## config.mk

```make
export PLATFORM = sky130hd
export DESIGN_NAME = pipeline_trace_buffer
export DESIGN_NICKNAME = d
export VERILOG_FILES = /design/src/rtl/trace_pkg.sv /design/src/rtl/trace_fifo.sv /design/src/rtl/pipeline_trace_buffer.sv
export SDC_FILE = /design/constraint.sdc
export NUM_CORES = 1
export LEC_CHECK = 0
export BUFFER_PORTS_ARGS = -buffer_cell sky130_fd_sc_hd__buf_2
export CAP_MARGIN = 20
export CELL_PAD_IN_SITES_DETAIL_PLACEMENT = 0
export CELL_PAD_IN_SITES_GLOBAL_PLACEMENT = 2
export CORE_MARGIN = 8
export CORE_UTILIZATION = 51
export CTS_BUF_LIST = sky130_fd_sc_hd__clkbuf_4
export DETAILED_ROUTE_END_ITERATION = 16
export PLACE_DENSITY_LB_ADDON = 0.08
export SLEW_MARGIN = 30
export SYNTH_ARGS = -nofsm -noshare
export SYNTH_HDL_FRONTEND = slang
export SYNTH_HIERARCHICAL = 1
export SYNTH_SLANG_ARGS = --single-unit
```

## constraint.sdc

```tcl
create_clock -name clock -period 10 [get_ports clock]
set_input_delay 2 -clock clock [delete_from_list [all_inputs] [get_ports clock]]
set_output_delay 2 -clock clock [all_outputs]
set_load 0.01 [all_outputs]
```

## src/rtl/trace_pkg.sv

```systemverilog
// Shared constants for the pipeline trace buffer: FSM state encoding and stamp width.
package trace_pkg;

  localparam int TRC_STAMP_W = 16;

  typedef enum logic [1:0] {
    TRC_IDLE    = 2'd0,
    TRC_ARMED   = 2'd1,
    TRC_CAPTURE = 2'd2,
    TRC_DONE    = 2'd3
  } trc_state_e;

endpackage

```

## src/rtl/trace_fifo.sv

```systemverilog
// Synchronous FIFO with wrap-bit pointers and a registered occupancy count.
// A push against a full FIFO is accepted only when a pop happens in the same cycle.
module trace_fifo #(
  parameter int DEPTH = 16,
  parameter int WIDTH = 32
) (
  input  logic                     clk,
  input  logic                     srst,
  input  logic                     push,
  input  logic                     pop,
  input  logic [WIDTH-1:0]         wdata,
  output logic [WIDTH-1:0]         rdata,
  output logic                     full,
  output logic                     empty,
  output logic [$clog2(DEPTH):0]   count
);

  localparam int AW = $clog2(DEPTH);

  logic [WIDTH-1:0] mem [DEPTH];
  logic [AW:0]      wr_ptr_reg;
  logic [AW:0]      rd_ptr_reg;
  logic [AW:0]      count_reg;
  logic             push_ok;
  logic             pop_ok;

  assign empty   = (wr_ptr_reg == rd_ptr_reg);
  assign full    = (wr_ptr_reg[AW] != rd_ptr_reg[AW]) &&
                   (wr_ptr_reg[AW-1:0] == rd_ptr_reg[AW-1:0]);
  assign pop_ok  = pop && !empty;
  assign push_ok = push && (!full || pop_ok);
  assign rdata   = mem[rd_ptr_reg[AW-1:0]];
  assign count   = count_reg;

  always_ff @(posedge clk) begin
    if (push_ok) begin
      mem[wr_ptr_reg[AW-1:0]] <= wdata;
    end
  end

  always_ff @(posedge clk) begin
    if (srst) begin
      wr_ptr_reg <= '0;
      rd_ptr_reg <= '0;
      count_reg  <= '0;
    end else begin
      if (push_ok) wr_ptr_reg <= wr_ptr_reg + 1'b1;
      if (pop_ok)  rd_ptr_reg <= rd_ptr_reg + 1'b1;
      case ({push_ok, pop_ok})
        2'b10:   count_reg <= count_reg + 1'b1;
        2'b01:   count_reg <= count_reg - 1'b1;
        default: count_reg <= count_reg;
      endcase
    end
  end

endmodule

```

## src/rtl/pipeline_trace_buffer.sv

```systemverilog
// Trigger-started capture of (trace_a, trace_b[, stamp]) snapshots into a FIFO drained by valid/ready.
// Define TRACE_STAMP_EN to build the 16-bit cycle counter and store a stamp per entry.
module pipeline_trace_buffer
  import trace_pkg::*;
#(
  parameter int DEPTH       = 16,
  parameter int DATA_W      = 32,
  parameter int CAPTURE_LEN = 16
) (
  input  logic                   clock,
  input  logic                   ctrl_reset,
  input  logic                   arm,
  input  logic [DATA_W-1:0]      trig_value,
  input  logic [DATA_W-1:0]      trig_mask,
  input  logic                   trace_valid,
  input  logic [DATA_W-1:0]      trace_a,
  input  logic [DATA_W-1:0]      trace_b,
  output logic                   rd_valid,
  input  logic                   rd_ready,
  output logic [DATA_W-1:0]      rd_a,
  output logic [DATA_W-1:0]      rd_b,
  output logic [TRC_STAMP_W-1:0] rd_stamp,
  output logic [1:0]             state,
  output logic                   overflow
);

  localparam int CW = $clog2(DEPTH) + 1;
`ifdef TRACE_STAMP_EN
  localparam int ENTRY_W = 2 * DATA_W + TRC_STAMP_W;
`else
  localparam int ENTRY_W = 2 * DATA_W;
`endif
  localparam logic [CW-1:0] LEN_C   = CW'(CAPTURE_LEN);
  localparam logic [CW-1:0] DEPTH_C = CW'(DEPTH);

  trc_state_e       state_reg, state_next;
  logic [CW-1:0]    wr_count_reg, wr_count_next;
  logic             overflow_reg;
  logic             arm_clear;
  logic             trig_hit, want_write, push, pop;
  logic             fifo_full, fifo_empty;
  logic [CW-1:0]    fifo_count;
  logic [ENTRY_W-1:0] wdata, head, last_reg, shown;

`ifdef TRACE_STAMP_EN
  logic [TRC_STAMP_W-1:0] cycle_cnt_reg;

  always_ff @(posedge clock) begin
    if (ctrl_reset) cycle_cnt_reg <= '0;
    else            cycle_cnt_reg <= cycle_cnt_reg + 1'b1;
  end

  assign wdata    = {trace_a, trace_b, cycle_cnt_reg};
  assign rd_stamp = shown[TRC_STAMP_W-1:0];
`else
  assign wdata    = {trace_a, trace_b};
  assign rd_stamp = '0;
`endif

  // The triggering snapshot is written in the same cycle it matches.
  assign trig_hit   = (state_reg == TRC_ARMED) && trace_valid &&
                      (((trace_a ^ trig_value) & trig_mask) == '0);
  assign want_write = trace_valid &&
                      (trig_hit || ((state_reg == TRC_CAPTURE) && (wr_count_reg < LEN_C)));
  assign pop        = !fifo_empty && rd_ready;
  assign push       = want_write && (!fifo_full || pop);
  assign wr_count_next = wr_count_reg + {{(CW-1){1'b0}}, push};

  trace_fifo #(
    .DEPTH(DEPTH),
    .WIDTH(ENTRY_W)
  ) u_fifo (
    .clk   (clock),
    .srst  (ctrl_reset),
    .push  (push),
    .pop   (pop),
    .wdata (wdata),
    .rdata (head),
    .full  (fifo_full),
    .empty (fifo_empty),
    .count (fifo_count)
  );

  always_comb begin
    state_next = state_reg;
    arm_clear  = 1'b0;
    case (state_reg)
      TRC_IDLE: begin
        if (arm) begin
          state_next = TRC_ARMED;
          arm_clear  = 1'b1;
        end
      end
      TRC_ARMED: begin
        if (trig_hit) state_next = TRC_CAPTURE;
      end
      TRC_CAPTURE: begin
        if ((wr_count_next >= LEN_C) || (wr_count_next == DEPTH_C)) state_next = TRC_DONE;
      end
      TRC_DONE: begin
        if (fifo_empty || (pop && (fifo_count == CW'(1)))) state_next = TRC_IDLE;
      end
      default: state_next = TRC_IDLE;
    endcase
  end

  always_ff @(posedge clock) begin
    if (ctrl_reset) begin
      state_reg    <= TRC_IDLE;
      wr_count_reg <= '0;
      overflow_reg <= 1'b0;
      last_reg     <= '0;
    end else begin
      state_reg <= state_next;
      if (arm_clear) begin
        wr_count_reg <= '0;
        overflow_reg <= 1'b0;
      end else begin
        wr_count_reg <= wr_count_next;
        if (want_write && !push) overflow_reg <= 1'b1;
      end
      if (!fifo_empty) last_reg <= head;
    end
  end

  // Outputs keep showing the most recently presented entry once the FIFO drains.
  assign shown    = fifo_empty ? last_reg : head;
  assign rd_valid = !fifo_empty;
  assign rd_a     = shown[ENTRY_W-1 -: DATA_W];
  assign rd_b     = shown[ENTRY_W-DATA_W-1 -: DATA_W];
  assign state    = state_reg;
  assign overflow = overflow_reg;

endmodule

```

==> Word-level counts from Yosys, hierarchy flattened <==
Memory sizes are Yosys's and may differ from the RTL's. A register that Yosys moved wholly into a read port is not among the register bits.
Cells that the tools add are included.
W data, S select, Z words.
{ "op_classes": {"addsub": 5, "multipliers": 0, "div": 0, "n_lt_le_gt_ge": 2, "eq_ne": 14, "n_shift": 0, "muxes": 13, "n_bitwise": 2, "n_reduce_logical": 24} }
{ "op_table": {"columns": ["op", "count"], "rows": [
  ["$mux W64", 1],
  ["$and A32 B32 Y32", 1],
  ["$logic_not A32 Y1", 1],
  ["$xor A32 B32 Y32", 1],
  ["$add A5 B1 Y5 const B", 3],
  ["$logic_and A1 B1 Y1", 11],
  ["$pmux W5 S2", 1],
  ["$mux W2", 4],
  ["$mux W4", 2],
  ["$pmux W2 S4", 1],
  ["$eq A2 B2 Y1 const B", 3],
  ["$ne A2 B2 Y1 const B", 3],
  ["$add A5 B1 Y5", 1],
  ["$eq A5 B1 Y1 const B", 1],
  ["$eq A5 B5 Y1", 1],
  ["$eq A5 B5 Y1 const B", 1],
  ["$ge A5 B5 Y1 const B", 1],
  ["$logic_or A1 B1 Y1", 5],
  ["$lt A5 B5 Y1 const B", 1],
  ["$sub A5 B1 Y5 const B", 1],
  ["$eq A2 B1 Y1 const B", 2],
  ["$eq A4 B4 Y1", 1],
  ["$mux W1", 4],
  ["$reduce_and A4 Y1", 1],
  ["6 further kinds", 8]
]} }
{ "totals": {"register_bits": 87, "latch_bits": 0, "mem_bits_rw": 1024, "mem_bits_ro": 0, "out_inout_bits": 84, "mem_count": 1} }
{ "memory_table": {"columns": ["name", "words", "word_bits", "rd", "rd_ports_with_merged_regs", "wr", "line_no", "text"], "rows": [
  ["u_fifo.mem", 16, 64, 1, 1, 1, "trace_fifo.sv:20", "logic [WIDTH-1:0] mem [DEPTH];"]
]} }

==> Logic depth before layout (Yosys ltp) <==
{ "depth": {"ltp_word": 12, "mapped_depth": 16, "ltp_nobuf": 16} }

==> Cells and area by module <==
Netlist, hierarchy kept.
{ "modules_own_cells": {"columns": ["mod", "instances", "cells_each", "area_each_um2", "seq_area_each_um2"], "rows": [
  ["trace_fifo", 1, 1543, 39816.9, 31129.9],
  ["pipeline_trace_buffer", 1, 329, 3505.9, 1441.4]
]} }

==> Least setup slack after synthesis <==
No wires, ideal clock.
{ "synth_path": {"kind": "input -> register", "start": "input trig_value[5]", "end": "memory u_fifo/mem[15][0] (netlist name) (enable)", "arrival_time_ns": 8.096, "setup_slack_ns": 1.318, "stages": 8, "path_cell_list": "xor2_1 > a22oi_1 > nand4_1 > nor4_1 > a21oi_1 > nor2_1 > inv_1 > a211oi_1"} }
{ "synth_via": {"elab_chain_len": 10} }
{ "synth_rtl": {"columns": ["element", "line_no", "text"], "rows": [
  ["start: declaration", "pipeline_trace_buffer.sv:13", "input logic [DATA_W-1:0] trig_value,"],
  ["$xor A32 B32 Y32", "pipeline_trace_buffer.sv:62", "(((trace_a ^ trig_value) & trig_mask) == '0);"],
  ["$and A32 B32 Y32", "pipeline_trace_buffer.sv:62", null],
  ["$logic_not A32 Y1", "pipeline_trace_buffer.sv:62", null],
  ["$logic_and A1 B1 Y1", "pipeline_trace_buffer.sv:61", "assign trig_hit = (state_reg == TRC_ARMED) && trace_valid &&"],
  ["$logic_or A1 B1 Y1", "pipeline_trace_buffer.sv:64", "(trig_hit || ((state_reg == TRC_CAPTURE) && (wr_count_reg < LEN_C)));"],
  ["$logic_and A1 B1 Y1", "pipeline_trace_buffer.sv:63", "assign want_write = trace_valid &&"],
  ["$logic_and A1 B1 Y1", "pipeline_trace_buffer.sv:66", "assign push = want_write && (!fifo_full || pop);"],
  ["named net push", "pipeline_trace_buffer.sv:40", "logic trig_hit, want_write, push, pop;"],
  ["$logic_and A1 B1 Y1", "trace_fifo.sv:31", "assign push_ok = push && (!full || pop_ok);"],
  ["$mux W1", "trace_fifo.sv:36", "if (push_ok) begin"],
  ["$mux W1 (implied by the code)", "trace_fifo.sv:37", "mem[wr_ptr_reg[AW-1:0]] <= wdata;"],
  ["end: declaration", "trace_fifo.sv:20", null]
]} }
The timed path passes the listed nets, and every way through them passes these cells.

==> metrics.md <==
| Metric | Value |
|---|---|
| I/O Buffers | `200` |
| Crit path required time | `8.00 ns` |
| Post-synth top area cell | `edfxtp_1` |
| Post-synth EDFFs | `1024` |
| GRT Util Overall | `0.2081` |
| Final count of pins violating max slew | `0` |
| CTS resizes | `0` |
| Period utilisation layout | `0.6587` |
| Die area | `0.09453 sq mm` |
| Reg area | `0.03259 sq mm` |
| DRC Markers | `0` |
| Starting Density | `0.5120` |
| Overflow after GRT | `0` |
| Cell Pwr Density | `193.3 mW/mm^2` |
| Worst hold margin | `0.4702 ns` |
| Crit start category | `register` |
| Ys async rst share | `0` |
| Initial antenna violation count | `9` |
| Drt initial violations | `1574` |
| Global-route wire length before repair | `144.9 mm` |
| Ys Warns | `6` |
| Top-area cell type share of the netlist area | `0.7098` |
| Most frequent cell after synthesis | `edfxtp_1` |
| Leakage Power | `16.40 nW` |
| Crit Path Max Fanout | `42` |
| HP Class | `register to register` |
| CTS root buf | `clkbuf_4` |
| Setup_tns | `0 ns` |
| Die Y | `307.5 um` |
| Hold_buf cts | `0` |
| Worst slew pin tran | `1.002 ns` |
| H-tree Lvls | `5` |
| Fill cells | `6429` |
| Cells after Synth | `1872` |
| Max FFs per register | `1024` |
| Synth-to-layout area growth | `13.89%` |
| First-pass DRT Iterations | `5` |
| Max Clk Rate | `151.8 MHz` |
| WS Path Type | `register to output pin` |
| Final Hold Viols | `0` |
| Total wire length | `97.31 mm` |
| Setup violations, final | `0` |
| Seq/Total Area, Yosys | `0.7518` |
| Min Tclk post-route | `6.587 ns` |
| CTS clock-pin slew for the worst setup and hold paths | `0.07 ns` |
| Util after Layout | `0.5832` |
| Yosys cell types | `48` |
| Multi-input logic area | `0.01020 sq mm` |
| Worst-Skew Late Latency | `1.13 ns` |
| Top cells by count, synth | `edfxtp_1 (1024), mux4_2 (253), dfxtp_1 (91), nor2b_1 (68), mux4_1 (67)` |
| Area contributors post-synth | `edfxtp_1 (71%), mux4_2 (13%), dfxtp_1 (4.2%), mux4_1 (4.1%), mux2_1 (1.7%)` |
| Max cap viols | `0` |
| Nets | `2480` |
| Synth Flop Type | `edfxtp_1` |
| Placer congestion estimate | `0.7191` |
| CTS Sinks | `1115` |
| Core Region | `0.08461 sq mm` |
| Vias in the first global route | `22770` |
| Drt via density | `5.698` |
| Clock buffer count from CTS | `302` |
| Worst path arrival time | `4.59 ns` |
| Status | `completed` |
| Relative slew margins | `0.3322` |
| IR drop worst, VDD | `0.0001116 V` |
| HPWL Detailed | `53.65 mm` |
| DRT antenna net count | `0` |
| Critical Path End Type | `output pin` |
| Synth Area per Inst | `23.14 sq um` |
| RSZ-0062 raised after global routing | `no` |
| Largest net degree at the start of global routing | `94` |
| TritonCTS clock tree | `built` |
| Chip width | `307.5 um` |
| DR WL/cell | `26.49 um` |
| Setup bufs post-CTS | `0` |
| I/O pin total | `217` |
| Flops & latches, synth | `1115` |
| Share of post-route cells with drive strength above 1 | `0.3939` |
| Clock skew | `0.07618 ns` |
| Cell area after synthesis | `0.04332 sq mm` |
| Rows | `107` |
| Bufs on Longest Clock Path | `4` |
| Vias | `20940` |
[through the flow]
stage               area (sq um)  total power [mW]  instances  worst slack (ns)
finish                     49340             9.536       3674             3.413
floorplan                  43380             5.577       1887             1.318
global route               49330             9.944       3671             3.147
CTS                        49300             9.688       3664             3.205
global placement           45610             5.816       3167             3.009
detailed placement         45700             5.828       3170             2.864
[logic make-up after synthesis]
kind of cell	Yosys count	synth area share
multiplexers	393	0.1912
buffers and inverters	114	0.01684
AND/OR/NAND/NOR	143	0.01828
flip-flops	1115	0.7518
XOR/XNOR	51	0.01031
adder cells (fa/ha/maj)	16	0.004794
AO/OA/AOI/OAI	39	0.006642
other	1	0.00008656
[cells in the final DEF, fill, tap and decap left out, types with 9 or more instances in the layout]
cell type / n
buf_2: 199
buf_4: 36
dfxtp_1: 87
clkbuf_4: 451
mux4_1: 67
mux4_2: 253
xor2_1: 39
clkinv_1: 26
ha_1: 15
diode_2: 9
xnor2_1: 12
nor2_1: 20
a22oi_1: 14
nor2_4: 12
inv_2: 11
mux2_1: 66
nor2b_1: 68
edfxtp_1: 1024
conb_1: 16
nand2_1: 9
[worst max-delay path, cell delays in order, from the launching register on]
cell     delay, ns
dfxtp_4       0.74
buf_4         0.63
buf_4         0.62
mux4_2        0.42
mux4_2        0.53
mux2_1        0.32
buf_2         0.15
[report_power, final]
| group | total [mW] | leakage (nW) | switching, mW | internal (mW) |
|---|---|---|---|---|
| clock network | 3.82 | 2.21 | 1.73 | 2.09 |
| logic | 0.538 | 4.25 | 0.321 | 0.217 |
| registers | 5.18 | 9.94 | 0.0214 | 5.16 |
[layout make-up]
| type | instances | area share |
|---|---|---|
| antenna | 9 | 0.0004564 |
| clock buffer | 451 | 0.06862 |
| clock inverter | 43 | 0.004438 |
| inverter | 8 | 0.0006086 |
| multi-input combinational | 658 | 0.2067 |
| sequential | 1115 | 0.6604 |
| tap | 1144 | 0.02901 |
| timing repair buffer | 246 | 0.02972 |
[final timing paths]
check,startpoint,end,slack [ns],cells after the start
max,register,rd_b[2],3.41,6
min,overflow,overflow,0.47,2
max reg2reg,state[1],u_fifo/mem[14][25],5.00,13
min reg2reg,overflow,overflow,0.47,2
[routing by layer]
| layer | share of wire | track usage | wire length, um |
|---|---|---|---|
| met5 | 0.00041 | 0 | 40 |
| met4 | 0.020 | 0.06941 | 1930 |
| met3 | 0.053 | 0.04522 | 5133 |
| met2 | 0.50 | 0.3395 | 48670 |
| met1 | 0.43 | 0.2804 | 41540 |
No activity file was read; power rests on OpenSTA's default activity.
